===== src/rtl/expunit_seq.sv =====
// Sequencer for one exponential unit: streams a vector of FP16 operands into the unit,
// steps its internal stage register only when the result can advance, and buffers results for the sink.
module expunit_seq #(
  parameter int LEN_W = 8
) (
  input  logic             clk,
  input  logic             reset,
  input  logic             start,
  input  logic [LEN_W-1:0] vec_len,
  input  logic             in_valid,
  output logic             in_ready,
  input  logic [15:0]      in_data,
  output logic [15:0]      exp_a,
  output logic             exp_stage_run,
  input  logic [15:0]      exp_z,
  input  logic [7:0]       exp_status,
  output logic             out_valid,
  input  logic             out_ready,
  output logic [15:0]      out_data,
  output logic [7:0]       out_status,
  output logic             out_last,
  output logic             busy,
  output logic             done,
  output logic [7:0]       err_flags
);

  typedef enum logic [1:0] {
    ST_IDLE = 2'd0,
    ST_RUN  = 2'd1,
    ST_DONE = 2'd2
  } state_t;

  localparam logic [LEN_W-1:0] CNT_ZERO = {LEN_W{1'b0}};
  localparam logic [LEN_W-1:0] CNT_ONE  = LEN_W'(1'b1);

  state_t           r_state;
  state_t           w_next_state;
  logic [LEN_W-1:0] r_len;
  logic [LEN_W-1:0] r_in_cnt;
  logic [LEN_W-1:0] r_out_cnt;
  logic             r_s1_v;
  logic             r_o_v;
  logic [15:0]      r_out_data;
  logic [7:0]       r_out_status;
  logic [7:0]       r_err_flags;

  logic             w_run;
  logic             w_o_free;
  logic             w_s1_adv;
  logic             w_in_fire;
  logic             w_out_fire;
  logic             w_capture;
  logic             w_start_acc;
  logic [LEN_W-1:0] w_len_m1;
  logic             w_out_is_last;

  // The stage register may only step when its current content (if any) can move into the output register.
  assign w_o_free      = !r_o_v || out_ready;
  assign w_s1_adv      = !r_s1_v || w_o_free;
  assign exp_stage_run = w_run && w_s1_adv;
  assign in_ready      = w_run && w_s1_adv && (r_in_cnt != r_len);
  assign w_in_fire     = in_valid && in_ready;
  assign w_out_fire    = r_o_v && out_ready;
  assign w_capture     = r_s1_v && w_o_free;
  assign w_start_acc   = (r_state == ST_IDLE) && start;
  assign w_len_m1      = r_len - CNT_ONE;
  assign w_out_is_last = (r_out_cnt == w_len_m1);

  assign exp_a      = in_data;
  assign out_valid  = r_o_v;
  assign out_data   = r_out_data;
  assign out_status = r_out_status;
  assign out_last   = r_o_v && w_out_is_last;
  assign err_flags  = r_err_flags;

  always_ff @(posedge clk or negedge reset) begin
    if (!reset) begin
      r_state <= ST_IDLE;
    end else begin
      r_state <= w_next_state;
    end
  end

  always_comb begin
    w_next_state = r_state;
    case (r_state)
      ST_IDLE: begin
        if (start) begin
          w_next_state = (vec_len == CNT_ZERO) ? ST_DONE : ST_RUN;
        end else begin
          w_next_state = ST_IDLE;
        end
      end
      ST_RUN: begin
        if (w_out_fire && w_out_is_last) begin
          w_next_state = ST_DONE;
        end else begin
          w_next_state = ST_RUN;
        end
      end
      ST_DONE: w_next_state = ST_IDLE;
      default: w_next_state = ST_IDLE;
    endcase
  end

  always_comb begin
    w_run = 1'b0;
    busy  = 1'b0;
    done  = 1'b0;
    case (r_state)
      ST_RUN: begin
        w_run = 1'b1;
        busy  = 1'b1;
      end
      ST_DONE: begin
        busy = 1'b1;
        done = 1'b1;
      end
      default: begin
        w_run = 1'b0;
      end
    endcase
  end

  // Vector length, element counters and the sticky error summary; err_flags survives until the next start.
  always_ff @(posedge clk or negedge reset) begin
    if (!reset) begin
      r_len       <= CNT_ZERO;
      r_in_cnt    <= CNT_ZERO;
      r_out_cnt   <= CNT_ZERO;
      r_err_flags <= 8'h00;
    end else if (w_start_acc) begin
      r_len       <= vec_len;
      r_in_cnt    <= CNT_ZERO;
      r_out_cnt   <= CNT_ZERO;
      r_err_flags <= 8'h00;
    end else begin
      if (w_in_fire) begin
        r_in_cnt <= r_in_cnt + CNT_ONE;
      end
      if (w_out_fire) begin
        r_out_cnt <= r_out_cnt + CNT_ONE;
      end
      if (w_capture) begin
        r_err_flags <= r_err_flags | exp_status;
      end
    end
  end

  // Bubbles still step the unit's stage register, so s1_v records whether that step carried an element.
  always_ff @(posedge clk or negedge reset) begin
    if (!reset) begin
      r_s1_v       <= 1'b0;
      r_o_v        <= 1'b0;
      r_out_data   <= 16'h0000;
      r_out_status <= 8'h00;
    end else begin
      if (exp_stage_run) begin
        r_s1_v <= w_in_fire;
      end
      if (w_capture) begin
        r_out_data   <= exp_z;
        r_out_status <= exp_status;
        r_o_v        <= 1'b1;
      end else if (w_o_free) begin
        r_o_v <= 1'b0;
      end
    end
  end

endmodule

===== config.mk =====
export PLATFORM = sky130hd
export DESIGN_NAME = expunit_seq
export DESIGN_NICKNAME = d
export VERILOG_FILES = /design/src/rtl/expunit_seq.sv
export SDC_FILE = /design/constraint.sdc
export NUM_CORES = 1
export LEC_CHECK = 0
export BUFFER_PORTS_ARGS = -buffer_cell sky130_fd_sc_hd__buf_4
export CORE_MARGIN = 3
export CORE_UTILIZATION = 45
export DETAILED_ROUTE_END_ITERATION = 8
export MAX_ROUTING_LAYER = met4
export PLACE_DENSITY = 0.74
export SYNTH_ARGS = -nofsm -noshare
export SYNTH_HDL_FRONTEND = slang
export SYNTH_SLANG_ARGS = --single-unit

===== constraint.sdc =====
create_clock -name clk -period 3.9 [get_ports clk]
set_input_delay 0.78 -clock clk [delete_from_list [all_inputs] [get_ports clk]]
set_output_delay 0.78 -clock clk [all_outputs]
set_load 0.03 [all_outputs]

---- After elaboration in Yosys (flattened, before gate mapping) ----
Cells that the tools add are included.
storage, ports and cells
  flip-flop bits (word level) ............. 60
  latch bits .............................. 0
  RAM bits ................................ 0
  bits in read-only memories .............. 0
  input bits .............................. 53
  output and inout bits ................... 54
  memories ................................ 0
cells by class
  add/subtract/negate cells ............... 3
  multiply operators ...................... 0
  divide/modulo/power cells ............... 0
  magnitude comparators ................... 0
  equality and inequality tests ........... 4
  shift operators ......................... 0
  muxes and demuxes ....................... 15
  bitwise gates (word level) .............. 1
  reduce and logical (&&, ||, !) cells .... 19
operator list
  operator                                           count
  2-to-1 mux 8 bit                                   6
  adder 8 x 1 -> 8 bit (second input constant)       2
  == test 8 bit                                      1
  logical AND 1 bit                                  8
  zero test 8 bit                                    1
  != test 8 bit                                      1
  bitwise OR 8 bit                                   1
  nonzero test 2 bit                                 4
  subtractor 8 x 1 -> 8 bit (second input constant)  1
  2-to-1 mux 2 bit                                   3
  2-to-1 mux 1 bit                                   5
  one-hot mux 2 bit (2 select lines)                 1
  == test 2 x 1 -> 1 bit (second input constant)     1
  == test 2 bit (second input constant)              1
  zero test 1 bit                                    2
  zero test 2 bit                                    1
  logical OR 1 bit                                   2
  OR reduction 2 bit                                 1

---- Longest topological paths before layout ----
Gate-level depths: netlist of run 1.
  depth in word-level cells ............... 8
  mapped depth ............................ 7

---- Least setup slack after synthesis of run 1 ----
No wires, ideal clock.
  path kind ............................... reg2out
  start ................................... register r_len[0]
  end ..................................... output out_last
  arrival ................................. 1,634 ps
  slack ................................... 1,486 ps
  stages on the path, launching flop included .. 7
  cell sequence ........................... dfrtp_1 inv_1 ha_1 nor3b_1 xnor2_1 nor4_1 and3_1
on the way
  word-level cells in the longest chain between the ends .. 3
RTL lines
  element                    line  source
  start: declaration         38    logic [LEN_W-1:0] r_len;
  start signal: assignment   133   r_len <= vec_len;
  subtractor 8 x 1 -> 8 bit  66    assign w_len_m1 = r_len - CNT_ONE;
  == test 8 bit              67    assign w_out_is_last = (r_out_cnt == w_len_m1);
  logical AND 1 bit          73    assign out_last = r_o_v && w_out_is_last;
  end: declaration           21    output logic out_last,
No other way between the ends.

---- Worst setup path after layout of run 1 ----
Same ends and word-level chain as after synthesis.

==> qor.csv, run 1 <==
stage;metric;value;unit
pwr;power.total;3180;µW
routing;detailedRoute.firstPassIterationCount;4;
yosys;syn_avg_cell_area;9.21;µm²
global_route;grt_pass1_wl;10.9;mm
pwr;ir_drop;0.522;mV
yosys;synth_common_cells;nand2_1, dfrtp_1, nor2_1;
cts;insertion_delay;0.34;ns
floorplan;die_w;87.0;µm
cts;cts_buffer_depth;2;
routing;wl_per_cell;14.2;µm
routing;dr_total_vias;2324;
yosys;synth_cell_type_count;33;
place;port_buffers;74;
global_route;grt_overflow_total;0;
yosys;ys_seq_area_share;50.8;%
setup_path;slowest_delay;0.43;ns
pwr;powerDensity;881;nW/µm²
global_route;grt_util_met2;27.5;%
cts;numCtsBuffers;9;
timing;drv_slew;0;
routing;ant_nets;0;
setup_path;critical_path.cell_chain;inv_1 -> ha_1 -> nor3b_1 -> xnor2_1 -> nor4_1 -> and3_1 -> buf_4;
timing;rsz0062_at_grt;false;
pwr;p_leak;0.00181;µW
yosys;synth_seq_cells;60;
setup_path;worst-setup-path-type;reg -> out;
timing;setup_ws;1.03;ns
finish;fill_cells;537;
floorplan;die-area;7580;µm²
floorplan;die_y;87.0;µm
yosys;synth_top_area_cell;dfrtp_1;
place;postPlaceCellArea;3430;µm²
timing;whs;0.475;ns
yosys;syn_nets;380;
routing;drt_iter0_markers;99;
routing;detail_route.vias_per_cell;5.07;
cts;cts_hold_buf;0;
finish;antenna_cells;0;
cts;cts_max_level;3;
global_route;gr-usage-met3;7.57;%
setup_path;startpoint_type;flip-flop;
place;gp_congestion;0.910;
outcome;status;finished clean;
timing;finalCritPeriodShare;73.6;%
yosys;synth_flop_cell;dfrtp_1;
floorplan;core_area;6130;µm²
global_route;first_global_vias;2307;
cts;cts-root-buf;clkbuf_8;
timing;post-route-min-period;2.87;ns
yosys;synth-edff-count;0;
timing;setup_tns;0;ns
routing;wirelength;6.51;mm
setup_path;worstPathMaxFanout;5;
yosys;synthArstFlopShare;100;%
finish;area_delta_synth_final;21.9;%
routing;drc;0;
timing;max_slew_margin;24.9;%
finish;fin_nets;438;
timing;tightest_slew;1.13;ns
setup_path;crit_path_end_kind;primary output;
global_route;antenna_found_initial;0;
cts;post_cts_resized;0;
timing;hold_violations;0;
cts;cts.sinks;60;
yosys;yosysMostFrequentCell;nand2_1;
finish;multiInputGateArea;1230;µm²
setup_path;worstPathArrival;2.09;ns
yosys;yosysWarnings;0;
floorplan;core.rowCount;28;
finish;seq_area;1500;µm²
yosys;syn_area;2960;µm²
timing;skew;0.00748;ns
yosys;synthCells;321;
cts;cts_setup_buffers;0;
global_route;top_usage_layer;met2;
place;dp_hpwl;4.66;mm
timing;fmax;348;MHz
finish;final_layout_size_suffix_gt1_share;25.1;%
timing;setup_violations;0;
min_path;hp-class;reg -> reg;
setup_path;slowest_stage;dfrtp_1;
setup_path;critPathRequiredTime;3.12;ns
cts;cts_tree;built;
yosys;synthTopCellsByArea;dfrtp_1, nand2_1, xnor2_1, xor2_1, buf_4;
global_route;met1_usage;24.8;%
floorplan;top_level_ports;107;
flow_run;cap_violations;0;
cts;clk_pin_slew;0.07;ns
place;dp_slack;1.37;ns
finish;finish.instance_area;3600;µm²
yosys;yosys.area.top_type_share;50.8;%
global_route;grtUsageTotal;19.3;%
global_route;grt_max_degree;61;
floorplan;start_util;48.2;%
==> layout by cell type (no fill, tap or decap) <==
cell	instances
a211oi_1	6
a21o_2	1
a21oi_1	10
a21oi_2	1
a31o_1	1
a31oi_1	1
and2_1	3
and3_1	5
and4_1	1
buf_4	76
clkbuf_8	11
clkinv_2	2
clkinvlp_4	2
dfrtp_1	60
ha_1	6
inv_1	8
mux2i_1	2
nand2_1	96
nand2b_1	1
nand3_1	7
nand4_1	4
nor2_1	29
nor3_1	2
nor3_2	1
nor3b_1	1
nor4_1	2
nor4_2	2
o211ai_1	1
o21ai_0	4
o2bb2ai_1	1
or4_1	2
xnor2_1	20
xor2_1	14
==> flip-flops by register name, summed over array words and instances, names as in the netlist <==
signal,count
err_flags,8
out_data,16
out_status,8
out_valid,1
r_in_cnt,8
r_len,8
r_out_cnt,8
r_s1_v,1
r_state,2
==> worst paths after layout <==
kind                         startpoint           end  cells past startpoint  slack (ns)
max in group asynchronous         reset      r_len[4]                      1        2.92
max                            r_len[0]      out_last                      7        1.03
min in group asynchronous         reset  r_out_cnt[2]                      1        0.49
max reg2reg                   out_valid  err_flags[7]                      4        2.00
min reg2reg                out_data[15]  out_data[15]                      2        0.48
min                        out_data[15]  out_data[15]                      2        0.48
==> routing by layer <==
layer | routed length (µm) | vias to the layer above
met5 | 0 | -
met4 | 104 | 0
met3 | 570 | 11
met2 | 2830 | 79
met1 | 3010 | 1103
li1 | - | 1131
==> worst max-delay path, delay by kind of cell, from the launching register on <==
| family | cells | cell delay, ns |
|---|---|---|
| buffers and inverters | 2 | 0.27 |
| AND/OR/NAND/NOR | 3 | 0.75 |
| flip-flops | 1 | 0.43 |
| XOR/XNOR | 1 | 0.09 |
| adder cells (fa/ha/maj) | 1 | 0.21 |
==> kinds of logic (layout without fill, tap and decap cells) <==
kind of cell    count (synthesis)  in the layout  synth area share (%)
xor+xnor                       34             34                  10.1
compound gates                 26             26                  5.55
simple gates                  156            156                  22.8
fa+ha+maj                       6              6                  2.54
flops                          60             60                  50.8
buf+inv                        37             99                  7.54
mux                             2              2                 0.677
==> per-stage QoR <==
stage | instances | utilization [%]
2_1_floorplan | 321 | -
3_3_place_gp | 443 | 55.9
3_5_place_dp | 443 | 55.9
4_1_cts | 458 | 58.8
5_1_grt | 458 | 58.8
6_report | 458 | 58.8
==> layout make-up <==
type	count	share of cell area, %
clock buffer	11	4.20
clock inverter	4	0.694
inverter	8	0.833
multi-input combinational	224	34.2
sequential	60	41.7
tap	75	2.60
timing repair buffer	76	15.8
==> power breakdown <==
part	internal (µW)	switching, µW
registers	884	240
clock network	259	238
logic	591	964
No activity file was read; power rests on OpenSTA's default activity.
==> inputs of run 2 (changes only) <==
ABC_AREA = 1   (was unset)
PLACE_DENSITY = 0.73   (was 0.74)
clock period = 2.7 ns   (was 3.9 ns; I/O delays follow)
==> qor.csv, run 2 <==
stage;metric;value;unit;change
routing;drt_iter0_markers;153;;+55%
cts;cts_tree;built;;
finish;fill_cells;618;;+15%
pwr;power.internal;2580;µW;+49%
cts;cts_max_level;3;;unchanged
setup_path;critical_path.cell_chain;inv_1 -> ha_1 -> nand2_1 -> nor2_1 -> nand2_1 -> nand2_1 -> nor2_1 -> nand2_1 -> nor2_1 -> and3_1 -> buf_4;;
setup_path;slowest_delay;0.39;ns;-0.04 ns
timing;setup_violations;0;;unchanged
yosys;yosys.area.top_type_share;48.2;%;-2.6 points
global_route;grt_max_degree;61;;unchanged
routing;wirelength;6.99;mm;+7.3%
finish;final_cells;544;;+19%
pwr;combPwrFrac;49.1;%;about the same
yosys;synth_seq_cells;60;;unchanged
cts;numCtsBuffers;9;;unchanged
setup_path;worst-setup-path-type;reg -> out;;
setup_path;critPathTopFamily;simple AND/OR/NAND/NOR gates;;
setup_path;slowest_stage;dfrtp_1;;
flow_run;cap_violations;0;;unchanged
setup_path;cpMostUsedCell;nand2_1;;
global_route;grt_overflow_total;0;;unchanged
yosys;synthTopCellsByArea;dfrtp_1, nand2_1, inv_1, buf_4, nor2_1;;
pwr;switching_share;45.5;%;+0.060 points
timing;post-route-min-period;2.46;ns;
place;dpl.cell_count;527;;+19%
yosys;synth_cell_type_count;33;;unchanged
floorplan;core.rowCount;29;;+3.6%
routing;dr_total_vias;2640;;+14%
setup_path;startpoint_type;flip-flop;;
routing;detailedRoute.firstPassIterationCount;4;;unchanged
setup_path;path_buf_inv;2;;unchanged
timing;drv_slew;0;;unchanged
finish;final_layout_size_suffix_gt1_share;23.3;%;-1.7 points
timing;skew;0.00797;ns;+0.000484 ns
routing;drc;0;;unchanged
place;port_buffers;74;;unchanged
setup_path;crit_path_end_kind;primary output;;
setup_path;rrSetupSlack;0.87;ns;-1.13 ns
pwr;powerDensity;1230;nW/µm²;+40%
yosys;synth_top_area_cell;dfrtp_1;;
yosys;syn_nets;457;;+20%
finish;antenna_cells;0;;unchanged
place;postPlaceCellArea;3620;µm²;+5.8%
setup_path;worstPathMaxFanout;4;;-1
cts;post_cts_resized;0;;unchanged
finish;finish.instance_area;3830;µm²;+6.4%
routing;wl_per_cell;12.8;µm;-9.6%
pwr;p_leak;0.00209;µW;+15%
place;dp_hpwl;5.21;mm;+12%
floorplan;die_y;89.2;µm;+2.5%
cts;cts-root-buf;clkbuf_8;;
floorplan;core_area;6530;µm²;+6.5%
routing;detail_route.vias_per_cell;4.85;;-4.4%
setup_path;critPathRequiredTime;2.16;ns;-0.96 ns
timing;setup_tns;0;ns;unchanged
floorplan;top_level_ports;107;;unchanged
finish;mostFrequentLayoutCells;nand2_1, buf_4, dfrtp_1;;
timing;hold_violations;0;;unchanged
timing;tightest_slew;0.770;ns;-0.357 ns
pwr;p_sw;2150;µW;+49%
outcome;status;finished clean;;
pwr;sequentialPowerShare;33.7;%;-1.7 points
cts;cts.sinks;60;;unchanged
floorplan;start_util;47.7;%;-0.48 points
yosys;synth_common_cells;nand2_1, dfrtp_1, inv_1;;
global_route;first_global_vias;2552;;+11%
place;gp_congestion;0.877;;-3.7%
global_route;grt_pass1_wl;12.0;mm;+9.6%
floorplan;die_w;89.2;µm;+2.5%
cts;cts_buffer_depth;2;;unchanged
floorplan;die-area;7960;µm²;+5.1%
yosys;ys_seq_area_share;48.2;%;-2.6 points
routing;ant_nets;0;;unchanged
timing;fmax;406;MHz;
cts;clk_pin_slew;0.07;ns;about the same
global_route;grtUsageTotal;20.2;%;+0.92 points
cts;insertion_delay;0.33;ns;about the same
yosys;synthCells;398;;+24%
yosys;yosysWarnings;0;;unchanged
timing;finalCritPeriodShare;91.2;%;
min_path;hp-class;in -> async;;
yosys;syn_area;3120;µm²;+5.5%
finish;largest_reg_flops;16;;unchanged
setup_path;worstPathArrival;1.92;ns;-0.17 ns
timing;max_slew_margin;48.7;%;+24 points
timing;rsz0062_at_grt;false;;
yosys;synthArstFlopShare;100;%;unchanged
finish;final_common_cell;nand2_1;;
yosys;synth-edff-count;0;;unchanged
yosys;syn_avg_cell_area;7.83;µm²;-15%
pwr;clock_power_share;17.2;%;+1.5 points
global_route;antenna_found_initial;0;;unchanged
finish;area_delta_synth_final;23.0;%;
pwr;ir_drop;0.528;mV;+1.2%
timing;whs;0.266;ns;-0.210 ns
finish;fin_nets;521;;+19%
yosys;synth_flop_cell;dfrtp_1;;
yosys;yosysMostFrequentCell;nand2_1;;
## run 2: changes by cell type in the layout (fill, tap and decap cells not counted), sizes merged, moves of 4 or more
cell	delta
inv	+34
nand2	+64
and3	-4
nand3	+6
a211oi	-5
xnor2	-10
xor2	-7
o21ai	+11
## run 2: repair_timing
item / in CTS / in global routing
hold buffers: 0 / 0
setup endpoints to repair: 0 / 1
setup buffers: 0 / 1
## run 2: cell families after synthesis
group / after synthesis / synth area share [%]
AOI/OAI and AO/OA: 30 / 5.10
xor gates and xnor gates: 17 / 4.78
adders and majority gates: 6 / 2.41
buffers and inverters: 68 / 10.6
DFF: 60 / 48.2
and+or+nand+nor: 217 / 28.9
## run 2: power groups by stage
stage                     Sequential [µW]  Clock, µW  Combinational [µW]
after global routing                 1650        884                2600
after detailed placement             1610          0                2330
after CTS                            1600        836                2340
after floorplan                      2000          0                1200
final                                1600        812                2320
after global placement               1600          0                2290
## run 2: stage by stage
step / setup slack, ns / utilization (%) / total power, µW
CTS: 0.195 / 58.6 / 4780
global placement: 0.598 / 55.5 / 3890
global route: 0.00501 / 58.7 / 5140
floorplan: 0.649 / - / 3200
detailed placement: 0.565 / 55.5 / 3940
finish: 0.239 / 58.7 / 4730
## run 2: layer usage
layer  vias up  track usage [%]  share of wire (%)  wire length [µm]
li1       1342                -                  -                 -
met1      1233             24.1                 43              3030
met2        51             33.7                 51              3550
met3        14             4.15                3.7               259
met4         0             7.31                2.0               142
met5         -                -                  0                 0
## run 2: final cells by class
| cell class | instances | area (µm²) | share of cell area (%) |
|---|---|---|---|
| Multi-Input combinational cell | 270 | 1280 | 33.5 |
| Timing Repair Buffer | 78 | 586 | 15.3 |
| Clock inverter | 4 | 47.5 | 1.24 |
| Sequential cell | 60 | 1500 | 39.2 |
| Inverter | 43 | 164 | 4.27 |
| Tap cell | 77 | 96.3 | 2.51 |
| Clock buffer | 12 | 155 | 4.05 |
## run 2: final timing paths
path | from | to | depth (start not counted)
hold / removal | reset | out_data[1] | 1
min in group clk | exp_z[5] | out_data[5] | 3
max in group asynchronous | reset | out_data[13] | 1
hold reg to reg | out_data[5] | out_data[5] | 2
setup / recovery | r_len[0] | out_last | 11
setup reg to reg | r_state[0] | r_len[4] | 7
==> inputs of run 3 (changes only) <==
ABC_AREA = unset   (was 1)
PLACE_DENSITY = 0.74   (was 0.73)
==> qor.csv, run 3 (synthesis results as in run 1) <==
stage;metric;value;unit;change
finish;final_common_cell;nand2_1;;
finish;fin_nets;441;;-15%
cts;cts_tree;built;;
floorplan;die-area;7580;µm²;-4.8%
finish;final_layout_size_suffix_gt1_share;27.1;%;+3.8 points
global_route;grt_pass1_wl;10.7;mm;-11%
cts;cts_buffer_depth;2;;unchanged
floorplan;die_w;87.0;µm;-2.4%
finish;multiInputGateArea;1260;µm²;-2.0%
timing;finalCritPeriodShare;96.0;%;+4.8 points
min_path;hp-class;in -> async;;
global_route;grt_overflow_total;0;;unchanged
finish;antenna_cells;0;;unchanged
place;dp_hpwl;4.51;mm;-13%
floorplan;core.rowCount;28;;-3.4%
timing;setup_violations;0;;unchanged
routing;drt_iter0_markers;154;;+0.65%
floorplan;top_level_ports;107;;unchanged
timing;fmax;386;MHz;-5.0%
global_route;met1_usage;24.4;%;+0.30 points
pwr;ir_drop;0.725;mV;+37%
place;port_buffers;74;;unchanged
place;dp_slack;0.323;ns;-0.243 ns
cts;cts.sinks;60;;unchanged
setup_path;worstPathMaxFanout;5;;+1
routing;drc;0;;unchanged
cts;cts-root-buf;clkbuf_8;;
setup_path;crit_path_end_kind;primary output;;
cts;cts_hold_buf;0;;unchanged
timing;setup_ws;0.109;ns;-0.130 ns
outcome;status;finished clean;;
floorplan;start_util;48.2;%;+0.48 points
setup_path;r2r-start;out_valid;;
flow_run;cap_violations;0;;unchanged
finish;post-route-util;60.3;%;+1.5 points
floorplan;core_area;6130;µm²;-6.1%
place;gp_congestion;0.907;;+3.4%
pwr;power.total;4850;µW;+2.5%
setup_path;worst-setup-path-type;reg -> out;;
setup_path;critPathRequiredTime;2.16;ns;about the same
timing;post-route-min-period;2.59;ns;+0.130 ns
timing;setup_tns;0;ns;unchanged
finish;largest_reg_flops;16;;unchanged
routing;detailedRoute.firstPassIterationCount;4;;unchanged
setup_path;startpoint_type;flip-flop;;
cts;clk_pin_slew;0.06;ns;about the same
global_route;grt_max_degree;61;;unchanged
global_route;grt_util_met2;26.8;%;-6.9 points
timing;drv_slew;0;;unchanged
finish;seq_area;1500;µm²;about the same
finish;finish.instance_area;3690;µm²;-3.7%
routing;ant_nets;0;;unchanged
global_route;grtUsageTotal;18.8;%;-1.4 points
finish;mostFrequentLayoutCells;nand2_1, buf_4, dfrtp_1;;
cts;numCtsBuffers;9;;unchanged
timing;hold_violations;0;;unchanged
setup_path;rr_worst_depth;4;;-3
routing;dr_total_vias;2303;;-13%
routing;wl_per_cell;14.1;µm;+10%
cts;cts_max_level;3;;unchanged
finish;area_delta_synth_final;25.0;%;
setup_path;worstPathArrival;2.05;ns;+0.13 ns
floorplan;die_y;87.0;µm;-2.4%
setup_path;rrSetupSlack;0.82;ns;-0.05 ns
timing;max_slew_margin;27.2;%;-21 points
global_route;antenna_found_initial;0;;unchanged
place;postPlaceCellArea;3440;µm²;-5.0%
global_route;first_global_vias;2310;;-9.5%
finish;fill_cells;525;;-15%
timing;tightest_slew;1.09;ns;+0.322 ns
global_route;top_usage_layer;met2;;
routing;wirelength;6.54;mm;-6.5%
pwr;p_leak;0.00186;µW;-11%
timing;skew;0.00837;ns;+0.000404 ns
routing;detail_route.vias_per_cell;4.98;;+2.7%
cts;insertion_delay;0.34;ns;about the same
pwr;powerDensity;1310;nW/µm²;+6.4%
global_route;gr-usage-met3;5.39;%;+1.2 points
setup_path;r2r-end;err_flags[2];;
## run 3: changes by cell type in the layout (fill, tap and decap cells not counted), moves of 4 or more
cell	previous run	this run
inv_1	37	8
nand2_1	158	96
a211oi_1	1	6
inv_2	4	0
nand3_1	12	7
xor2_1	7	14
nor2_1	25	29
xnor2_1	10	19
and3_1	1	5
o21ai_0	11	4
## run 3: metal layers
metal,part of all wire [%],routed length [µm]
met2,44,2890
met1,47,3060
met3,7.1,466
met5,0,0
met4,1.9,125
## run 3: stage by stage
step	hold slack (ns)	cells
after global placement	0.459	445
after global routing	0.321	462
final	0.273	462
after floorplan	0.244	321
after detailed placement	0.467	445
after CTS	0.292	461
## run 3: worst max path at each step
stage / startpoint / to / slack (ns) / depth (start not counted)
5_1_grt: r_len[0] / out_last / -0.03 / 7
4_1_cts: r_len[0] / out_last / 0.02 / 7
2_1_floorplan: r_len[0] / out_last / 0.53 / 6
3_5_place_dp: r_len[0] / out_last / 0.32 / 7
6_report: r_len[0] / out_last / 0.11 / 7
3_3_place_gp: r_len[0] / out_last / 0.47 / 7
## run 3: repair_timing
action / in CTS / in global routing
setup buffers: 0 / 1
setup endpoints to repair: 1 / 1
gates resized for setup: 1 / 5
pin swaps: 0 / 1
## run 3: where the power goes
group	internal (µW)	switching [µW]	total (µW)	leakage, µW
registers	1280	362	1640	0.000735
logic	908	1420	2330	0.00101
clock network	540	343	883	0.000113
## run 3: area by class of cell
type / instances / share of cell area (%)
multi-input cells: 224 / 34.1
clock inverters: 5 / 2.03
repair buffers: 79 / 16.1
flip-flops and latches: 60 / 40.7
inverters: 8 / 0.813
clock buffers: 11 / 3.83
well taps: 75 / 2.54
## run 3: worst max-delay path, stage by stage, from the launching register on
cell and delay, ns:
dfrtp_2 0.44, inv_1 0.09, ha_2 0.22, nor3b_2 0.21
xnor2_1 0.09, nor4_2 0.26, and3_1 0.24, buf_4 0.17
